`src/rtl/alu_pkg.sv`:
```
// Shared definitions for the alu_4bit issue/writeback controller slice:
// opcode encodings, widths, FSM states and the instruction register layout.
`timescale 1ns/1ps
package alu_pkg;

    localparam int DATA_W    = 4;
    localparam int NUM_REGS  = 4;
    localparam int REG_IDX_W = 2;

    localparam logic [2:0] OP_AND   = 3'b000;
    localparam logic [2:0] OP_OR    = 3'b001;
    localparam logic [2:0] OP_ADD   = 3'b010;
    localparam logic [2:0] OP_NAND  = 3'b011;
    localparam logic [2:0] OP_NOR   = 3'b100;
    localparam logic [2:0] OP_LOADI = 3'b101;
    localparam logic [2:0] OP_SUB   = 3'b110;
    localparam logic [2:0] OP_SLT   = 3'b111;

    typedef enum logic [1:0] {
        ST_IDLE,
        ST_EXEC,
        ST_WB
    } state_e;

    typedef struct packed {
        logic [2:0]           op;
        logic [REG_IDX_W-1:0] rd;
        logic [REG_IDX_W-1:0] rs;
        logic [REG_IDX_W-1:0] rt;
    } instr_t;

endpackage

```
`src/rtl/alu_regfile.sv`:
```
// Small register file: one synchronous write port, two operand read
// ports and a debug read port, all reads combinational.
`timescale 1ns/1ps
module alu_regfile #(
    parameter int DATA_W   = alu_pkg::DATA_W,
    parameter int NUM_REGS = alu_pkg::NUM_REGS,
    parameter int IDX_W    = alu_pkg::REG_IDX_W
) (
    input  logic              clk_i,
    input  logic              rst_i,
    input  logic              we_i,
    input  logic [IDX_W-1:0]  waddr_i,
    input  logic [DATA_W-1:0] wdata_i,
    input  logic [IDX_W-1:0]  raddr_a_i,
    output logic [DATA_W-1:0] rdata_a_o,
    input  logic [IDX_W-1:0]  raddr_b_i,
    output logic [DATA_W-1:0] rdata_b_o,
    input  logic [IDX_W-1:0]  dbg_addr_i,
    output logic [DATA_W-1:0] dbg_data_o
);

    logic [DATA_W-1:0] mem_q [NUM_REGS];

    always_ff @(posedge clk_i) begin
        if (rst_i) begin
            for (int i = 0; i < NUM_REGS; i++) begin
                mem_q[i] <= '0;
            end
        end else if (we_i) begin
            mem_q[waddr_i] <= wdata_i;
        end
    end

    assign rdata_a_o  = mem_q[raddr_a_i];
    assign rdata_b_o  = mem_q[raddr_b_i];
    assign dbg_data_o = mem_q[dbg_addr_i];

endmodule

```
`src/rtl/alu_4bit_issue_ctrl.sv`:
```
// Issue/writeback controller for alu_4bit: IDLE -> EXEC -> WB, one
// instruction per three cycles, with a sticky overflow status bit.
`timescale 1ns/1ps
module alu_4bit_issue_ctrl #(
    parameter int DATA_W   = 4,
    parameter int NUM_REGS = 4
) (
    input  logic                          Clock,
    input  logic                          Reset,
    input  logic                          InValid,
    output logic                          InReady,
    input  logic [2:0]                    InOp,
    input  logic [alu_pkg::REG_IDX_W-1:0] InRd,
    input  logic [alu_pkg::REG_IDX_W-1:0] InRs,
    input  logic [alu_pkg::REG_IDX_W-1:0] InRt,
    output logic [DATA_W-1:0]             AluA,
    output logic [DATA_W-1:0]             AluB,
    output logic [2:0]                    AluOp,
    input  logic [DATA_W-1:0]             AluResult,
    input  logic                          AluZero,
    input  logic                          AluOverflow,
    output logic                          DoneValid,
    output logic [alu_pkg::REG_IDX_W-1:0] DoneRd,
    output logic [DATA_W-1:0]             DoneResult,
    output logic                          DoneZero,
    output logic                          DoneOverflow,
    output logic                          OverflowSticky,
    input  logic                          ClearSticky,
    input  logic [alu_pkg::REG_IDX_W-1:0] DbgAddr,
    output logic [DATA_W-1:0]             DbgData
);

    import alu_pkg::*;

    state_e                state_q, state_d;
    instr_t                ir_q;
    logic [REG_IDX_W-1:0]  rd_q;
    logic [DATA_W-1:0]     res_q;
    logic                  zero_q;
    logic                  ovf_q;
    logic                  sticky_q, sticky_d;

    logic                  accept;
    logic                  is_loadi;
    logic [DATA_W-1:0]     imm;
    logic [DATA_W-1:0]     rs_data;
    logic [DATA_W-1:0]     rt_data;
    logic [DATA_W-1:0]     cap_res;
    logic                  cap_zero;
    logic                  cap_ovf;

    alu_regfile #(
        .DATA_W   (DATA_W),
        .NUM_REGS (NUM_REGS),
        .IDX_W    (REG_IDX_W)
    ) u_rf (
        .clk_i      (Clock),
        .rst_i      (Reset),
        .we_i       (state_q == ST_WB),
        .waddr_i    (rd_q),
        .wdata_i    (res_q),
        .raddr_a_i  (ir_q.rs),
        .rdata_a_o  (rs_data),
        .raddr_b_i  (ir_q.rt),
        .rdata_b_o  (rt_data),
        .dbg_addr_i (DbgAddr),
        .dbg_data_o (DbgData)
    );

    always_comb begin
        state_d = state_q;
        InReady = 1'b0;
        accept  = 1'b0;
        unique case (state_q)
            ST_IDLE: begin
                InReady = !Reset;
                accept  = InValid && !Reset;
                if (accept) begin
                    state_d = ST_EXEC;
                end
            end
            ST_EXEC: state_d = ST_WB;
            ST_WB:   state_d = ST_IDLE;
            default: state_d = ST_IDLE;
        endcase
    end

    assign is_loadi = (ir_q.op == OP_LOADI);
    assign imm      = DATA_W'({ir_q.rs, ir_q.rt});

    // LOADI parks the ALU on AND 0,0 and substitutes the immediate.
    always_comb begin
        AluA  = '0;
        AluB  = '0;
        AluOp = OP_AND;
        if (state_q == ST_EXEC && !Reset && !is_loadi) begin
            AluA  = rs_data;
            AluB  = rt_data;
            AluOp = ir_q.op;
        end
    end

    assign cap_res  = is_loadi ? imm : AluResult;
    assign cap_zero = is_loadi ? (imm == '0) : AluZero;
    assign cap_ovf  = is_loadi ? 1'b0 : AluOverflow;

    always_comb begin
        sticky_d = sticky_q;
        if (ClearSticky) begin
            sticky_d = 1'b0;
        end
        if (state_q == ST_WB && ovf_q) begin
            sticky_d = 1'b1;
        end
    end

    always_ff @(posedge Clock) begin
        if (Reset) begin
            state_q  <= ST_IDLE;
            ir_q     <= '0;
            rd_q     <= '0;
            res_q    <= '0;
            zero_q   <= 1'b0;
            ovf_q    <= 1'b0;
            sticky_q <= 1'b0;
        end else begin
            state_q  <= state_d;
            sticky_q <= sticky_d;
            if (accept) begin
                ir_q <= '{op: InOp, rd: InRd, rs: InRs, rt: InRt};
            end
            if (state_q == ST_EXEC) begin
                rd_q   <= ir_q.rd;
                res_q  <= cap_res;
                zero_q <= cap_zero;
                ovf_q  <= cap_ovf;
            end
        end
    end

    assign DoneValid      = (state_q == ST_WB) && !Reset;
    assign DoneRd         = rd_q;
    assign DoneResult     = res_q;
    assign DoneZero       = zero_q;
    assign DoneOverflow   = ovf_q;
    assign OverflowSticky = sticky_q;

endmodule

```
`config.mk`:
```
export PLATFORM = sky130hd
export DESIGN_NAME = alu_4bit_issue_ctrl
export DESIGN_NICKNAME = d
export VERILOG_FILES = /design/src/rtl/alu_pkg.sv /design/src/rtl/alu_regfile.sv /design/src/rtl/alu_4bit_issue_ctrl.sv
export SDC_FILE = /design/constraint.sdc
export NUM_CORES = 1
export LEC_CHECK = 0
export CAP_MARGIN = 10
export CORE_ASPECT_RATIO = 1.1
export CORE_MARGIN = 2
export CORE_UTILIZATION = 44
export DETAILED_ROUTE_END_ITERATION = 7
export PLACE_DENSITY = 0.78
export SLEW_MARGIN = 20
export SYNTH_ARGS = -nofsm -noshare
export SYNTH_HDL_FRONTEND = slang
export SYNTH_SLANG_ARGS = --single-unit
export TNS_END_PERCENT = 10
```
`constraint.sdc`:
```
create_clock -name Clock -period 1.55 [get_ports Clock]
set_clock_uncertainty 0.2 [all_clocks]
set_input_delay 0.2325 -clock Clock [delete_from_list [all_inputs] [get_ports Clock]]
set_output_delay 0.2325 -clock Clock [all_outputs]
set_load 0.03 [all_outputs]
```
After elaboration in Yosys (flattened, before gate mapping)
Memory sizes are Yosys's and may differ from the RTL's. A register that Yosys moved wholly into a read port is not among the register bits.
Index checks and enable logic that the tools add are counted.
W data, S select, Z words.
{"block": "totals", "ram_bits": 16, "memories": 1, "output_inout_bits": 26, "input_bits": 21, "wordCells": 50, "regBits": 20}
{"block": "classes", "n_reduce_logical": 11, "muxes": 24, "eq_ne": 4}
{"name": "u_rf.mem_q", "depth": 4, "width": 4, "rd": 3, "rd_ports_with_merged_regs": 2, "wr": 4, "line_no": "alu_regfile.sv:22", "source": "logic [DATA_W-1:0] mem_q [NUM_REGS];"}
{"cell": "$mux W4", "count": 4}
{"cell": "$mux W1", "count": 12}
{"cell": "$mux W2", "count": 6}
{"cell": "$logic_and A1 B1 Y1", "count": 5}
{"cell": "$logic_not A4 Y1", "count": 1}
{"cell": "$pmux W2 S2", "count": 1}
{"cell": "$reduce_or A4 Y1", "count": 1}
{"cell": "$eq A3 B3 Y1 const B", "count": 1}
{"cell": "$mux W3", "count": 1}
{"cell": "$eq A2 B1 Y1 const B", "count": 1}
{"cell": "$eq A2 B2 Y1 const B", "count": 1}
{"cell": "$logic_not A1 Y1", "count": 2}
{"cell": "$logic_not A2 Y1", "count": 1}
{"cell": "$ne A2 B2 Y1 const B", "count": 1}
{"cell": "$reduce_bool A2 Y1", "count": 1}

Logic depth before layout (Yosys ltp)
{"block": "depth", "ltp_word": 6, "ltp_mapped": 7, "ltp_nobuf": 4}

Cells and area by module
From an unflattened synthesis, not the netlist that was laid out.
{"block": "hier_totals", "cells_unflattened": 162, "area_unflattened_um2": 1878.1}
{"mod": "alu_regfile", "seq_area_each_um2": 480.5, "n_inst": 1, "cells_per_inst": 54, "area_each_um2": 984.7}
{"mod": "alu_4bit_issue_ctrl", "seq_area_each_um2": 400.4, "n_inst": 1, "cells_per_inst": 108, "area_each_um2": 893.4}

Worst setup path after synthesis
No wires, ideal clock.
{"block": "synth_timing", "path_kind": "reg2reg", "startpoint": "register state_q[1]", "endpoint": "memory u_rf.mem_q[2][0], enable pin", "period_less_slack_ns": 2.295, "setup_time_ns": 0.297, "arrival_ns": 1.798, "stages_incl_launch_ff": 4, "required_time_ns": 1.053, "path_slack_ns": -0.745, "path_buffers": 0, "cell_sequence": "dfxtp_1 -> nor3b_1 -> and3b_1 -> or2_2"}
{"item": "from (decl)", "line_no": "alu_4bit_issue_ctrl.sv:35", "source": "state_e state_q, state_d;"}
{"item": "from (signal assigned)", "line_no": "alu_4bit_issue_ctrl.sv:127", "source": "state_q <= state_d;"}
{"item": "to (decl)", "line_no": "alu_regfile.sv:22"}

==> results.txt <==
- Final period util: 135%
- Of all nets on the critical path, the largest fanout is 2.
- For this design the ratio of total power to cell area is 805 mW/mm2.
* Top area cells in the synthesized netlist: sky130_fd_sc_hd__dfxtp_1, sky130_fd_sc_hd__edfxtp_1, sky130_fd_sc_hd__mux4_2
- Cell depth of the worst min-delay path: 2
* Drt via density: 5.39
- Before CTS, the worst setup slack after placement is -0.889 ns.
- Max-capacitance violation count: 0
- Setup repair after global routing missed its margin: true
* Total I/O pin count: 47
* Fmax: 479 MHz
* Clock tree root driver cell: sky130_fd_sc_hd__clkbuf_8
- Result of the run: finished with violations
* Post-Syn Area: 0.00186 mm2
* Overall power consumption: 2.29 mW
* Worst setup slack for register-to-register paths: -0.02 ns
- In this run the standard cell core region covers 0.00402 mm2.
- Overflow left after global routing: 0
- At the end of routability-driven placement, the weighted congestion stood at 0.814.
- Sequential cells were found to cover 51.6% of the synthesized design area.
- The worst setup path is of the register to output pin kind.
- Number of design-rule violations left by the first detailed-router iteration: 83
- Hold_buf cts: 0
- Largest stage delay on the critical path: 0.47 ns
* Cells after synthesis: 160
* WP buf/inv: 2
- Adder-cell share of the synthesized area: 0%
- Kind of cell adding the most delay to the critical path: multiplexers
- Max H-tree Level: 2
* Sequential Area: 968 um2
- The first TritonRoute pass finished after 4 iterations.
- Portion of total power attributed to combinational logic: 17.9%
- Wire length of the first global-routing pass: 7200 um
- Crit path required time: 1.12 ns
- Post-route antenna net violation count: 0
* Arrival time at the worst endpoint: 1.65 ns
* Num Clock Sinks: 40
- CTS Buffer Depth: 2
- IO buf count: 46
- Min-delay worst type: primary input to register
* Multi-input gate area in the final layout: 967 um2
- Compound-gate portion of the synthesized area: 6.25%
- Setup violations remaining at the end of the flow were counted as 22.
* Y dimension of the die: 72.2 um
* Worst reg2reg path depth: 5
- Slowest cell on the critical path: sky130_fd_sc_hd__mux4_2
- For this design the static power due to leakage is 1.17 nW.
- For this configuration, the core starts out at a cell density of 46.3%.
- Worst hold start: Reset
- VDD sags by at most 0.571 mV.
* Part of the power in registers: 51.5%
* Cell Int Power: 1.71 mW
- TritonCTS clock tree: yes
* Startpoint types: register
- Across every metal layer, demand over resource in global routing totals 20.4%.
* Worst min-delay path endpoint: state_q[1]$_SDFFE_PP0P_
- Number of inserted filler cells in the final layout: 309
- Transition at the pin with the smallest max-transition slack: 0.313 ns
- STA classifies the critical path endpoint as an output pin.
- Flip-flop and latch count after synthesis: 40
- After synthesis, the largest family of logic cells by area is simple AND/OR/NAND/NOR gates.
* Number of endpoints with negative hold slack in the final report: 0
- The number of clock buffers added by TritonCTS is 5.
* HPWL after DPL: 3470 um
- Of the total power, the clock network draws 30.6%.
- PnR worst setup slack: -0.537 ns
- Number of antenna repair diodes: 0
- In this run the tightest slew margin relative to its limit is 79.2%.
- Final Max Slew Viols: 0
- Fraction of final layout cells with drive strength greater than 1: 43.5%
- After Yosys synthesis, and, or, nand and nor cells account for 21.5% of the synthesized area.
* DRT Wirelength: 4620 um
- The worst register-to-register path begins at state_q[1]$_SDFFE_PP0P_.
* Pin count of the biggest net entering global routing: 16
* WL/cell: 16.0 um
- Subtracting the final worst setup slack from the clock period gives 2.09 ns.
- The floorplan step defined a die boundary enclosing 0.00477 mm2.
- Sw Ratio: 25.3%
- Of all cell types, the one taking the most synthesized area is sky130_fd_sc_hd__dfxtp_1.
- The later pin in the worst-skew pair is clocked with a latency of 0.28 ns.
- Via count of the first global-routing pass: 1581
* R2R Path End: u_rf.mem_q[2][2]$_SDFFCE_PN0P_
- Vias after detailed routing: 1557
- The Yosys step of the flow raised 0 warnings.
- After clock tree synthesis, the clock-pin slew on the worst setup and hold paths is 0.07 ns.
- For this run, design rule violations remaining after detail routing come to 0.
- The final layout contains 257 nets.
- Area fraction of the dominant cell type after synthesis: 25.8%
* Multiplexer share of the synthesized area: 17.2%
* Commonest cells after routing, fill and taps aside: sky130_fd_sc_hd__buf_4, sky130_fd_sc_hd__buf_6, sky130_fd_sc_hd__nand2_1
- Most frequent standard cell in the layout excluding fill and tap cells: sky130_fd_sc_hd__buf_4
- Cell Chain, Critical Path: buf_4 -> mux4_2 -> and3_4 -> buf_6
- Site Rows: 24
- The final reports fail on negative setup slack.
- In this run the power spent charging and discharging nets is 0.578 mW.
- Number of antenna violations at the first check in global routing: 0
- Each instance of the synthesized netlist takes up on average 11.6 um2.
- XOR/XNOR Fraction of Synth Area: 0%
* Area overhead of the layout relative to synthesis: 52.8%
- Post-Synthesis Net Count: 181
- The die is 66.0 um wide.
- Number of distinct library cells after synthesis: 29
cells in the mapped netlist:
cell type / number
sky130_fd_sc_hd__a211oi_1: 5
sky130_fd_sc_hd__a21oi_1: 11
sky130_fd_sc_hd__a31o_2: 1
sky130_fd_sc_hd__and2_1: 17
sky130_fd_sc_hd__and2b_1: 1
sky130_fd_sc_hd__and3_1: 8
sky130_fd_sc_hd__and3b_1: 1
sky130_fd_sc_hd__and4b_1: 1
sky130_fd_sc_hd__buf_6: 3
sky130_fd_sc_hd__clkbuf_1: 5
sky130_fd_sc_hd__dfxtp_1: 24
sky130_fd_sc_hd__edfxtp_1: 16
sky130_fd_sc_hd__inv_1: 2
sky130_fd_sc_hd__inv_2: 1
sky130_fd_sc_hd__mux2i_1: 5
sky130_fd_sc_hd__mux4_2: 12
sky130_fd_sc_hd__nand2_1: 22
sky130_fd_sc_hd__nand3_1: 1
sky130_fd_sc_hd__nand3b_1: 1
sky130_fd_sc_hd__nor2_1: 9
sky130_fd_sc_hd__nor2b_1: 2
sky130_fd_sc_hd__nor3_1: 1
sky130_fd_sc_hd__nor3b_1: 2
sky130_fd_sc_hd__nor4_1: 1
sky130_fd_sc_hd__nor4bb_1: 1
sky130_fd_sc_hd__o31ai_1: 2
sky130_fd_sc_hd__or2_2: 3
sky130_fd_sc_hd__or2b_1: 1
sky130_fd_sc_hd__or4b_4: 1
state kept, by name, indices dropped and copies added, names as in the netlist, named ones only:
name / flops
DoneZero: 1
DoneOverflow: 1
DoneResult: 4
u_rf.mem_q: 16
OverflowSticky: 1
state_q: 2
ir_q: 5
DoneRd: 2
imm: 4
kinds of logic after synthesis:
group / after synthesis
compound gates: 19
buf+inv: 11
flops: 40
mux: 17
simple gates: 73
timing repair:
item / in CTS / in global routing
pin swaps: 9 / 4
gates resized for setup: 60 / 21
setup endpoints to repair: 58 / 41
setup buffers: 2 / 1
metrics by stage:
stage	hold WS [ns]	TNS, ns	cells	cell area, um2	utilization [%]
final	0.163	-6.09	289	2840	70.7
after global routing	0.162	-7.21	289	2840	70.7
after CTS	0.134	-6.67	288	2770	68.8
after detailed placement	0.248	-23.92	278	2550	63.4
after global placement	0.237	-22.17	278	2550	63.4
after floorplan	0.141	-3.01	160	1890	-
worst max-delay path by stage:
stage	endpoint	from	cells after the start	slack, ns
after global placement	DbgData[3]	DbgAddr[0]	3	-0.85
after global routing	AluA[3]	u_rf.mem_q[3][3]$_DFFE_PP_	4	-0.58
after floorplan	u_rf.mem_q[2][0]$_SDFFCE_PN0P_	state_q[1]$_SDFFE_PP0P_	3	-0.12
after detailed placement	DbgData[3]	DbgAddr[0]	3	-0.89
after CTS	AluA[3]	u_rf.mem_q[0][3]$_SDFFCE_PN0P_	4	-0.53
final	AluA[3]	u_rf.mem_q[0][3]$_SDFFCE_PN0P_	4	-0.54
power groups by stage:
stage / Clock, mW / Sequential [mW] / Combinational (mW)
4_1_cts: 0.715 / 1.18 / 0.395
2_1_floorplan: 0 / 1.22 / 0.181
3_3_place_gp: 0 / 1.20 / 0.369
3_5_place_dp: 0 / 1.20 / 0.380
6_report: 0.701 / 1.18 / 0.409
5_1_grt: 0.755 / 1.18 / 0.434
metal layers:
layer / routed length [um] / up-vias / track usage [%]
met5: 0 / - / 0
met4: 181 / 0 / 10.7
met3: 235 / 16 / 4.65
met2: 2540 / 68 / 37.7
met1: 1670 / 740 / 21.3
li1: - / 733 / -
final cells by class:
type | instances | share of cell area, %
inverters | 3 | 0.484
well taps | 52 | 2.29
clock inverters | 2 | 0.352
multi-input cells | 109 | 34.0
clock buffers | 6 | 2.90
flip-flops and latches | 40 | 34.1
repair buffers | 77 | 25.9
No activity file was read; power rests on OpenSTA's default activity.
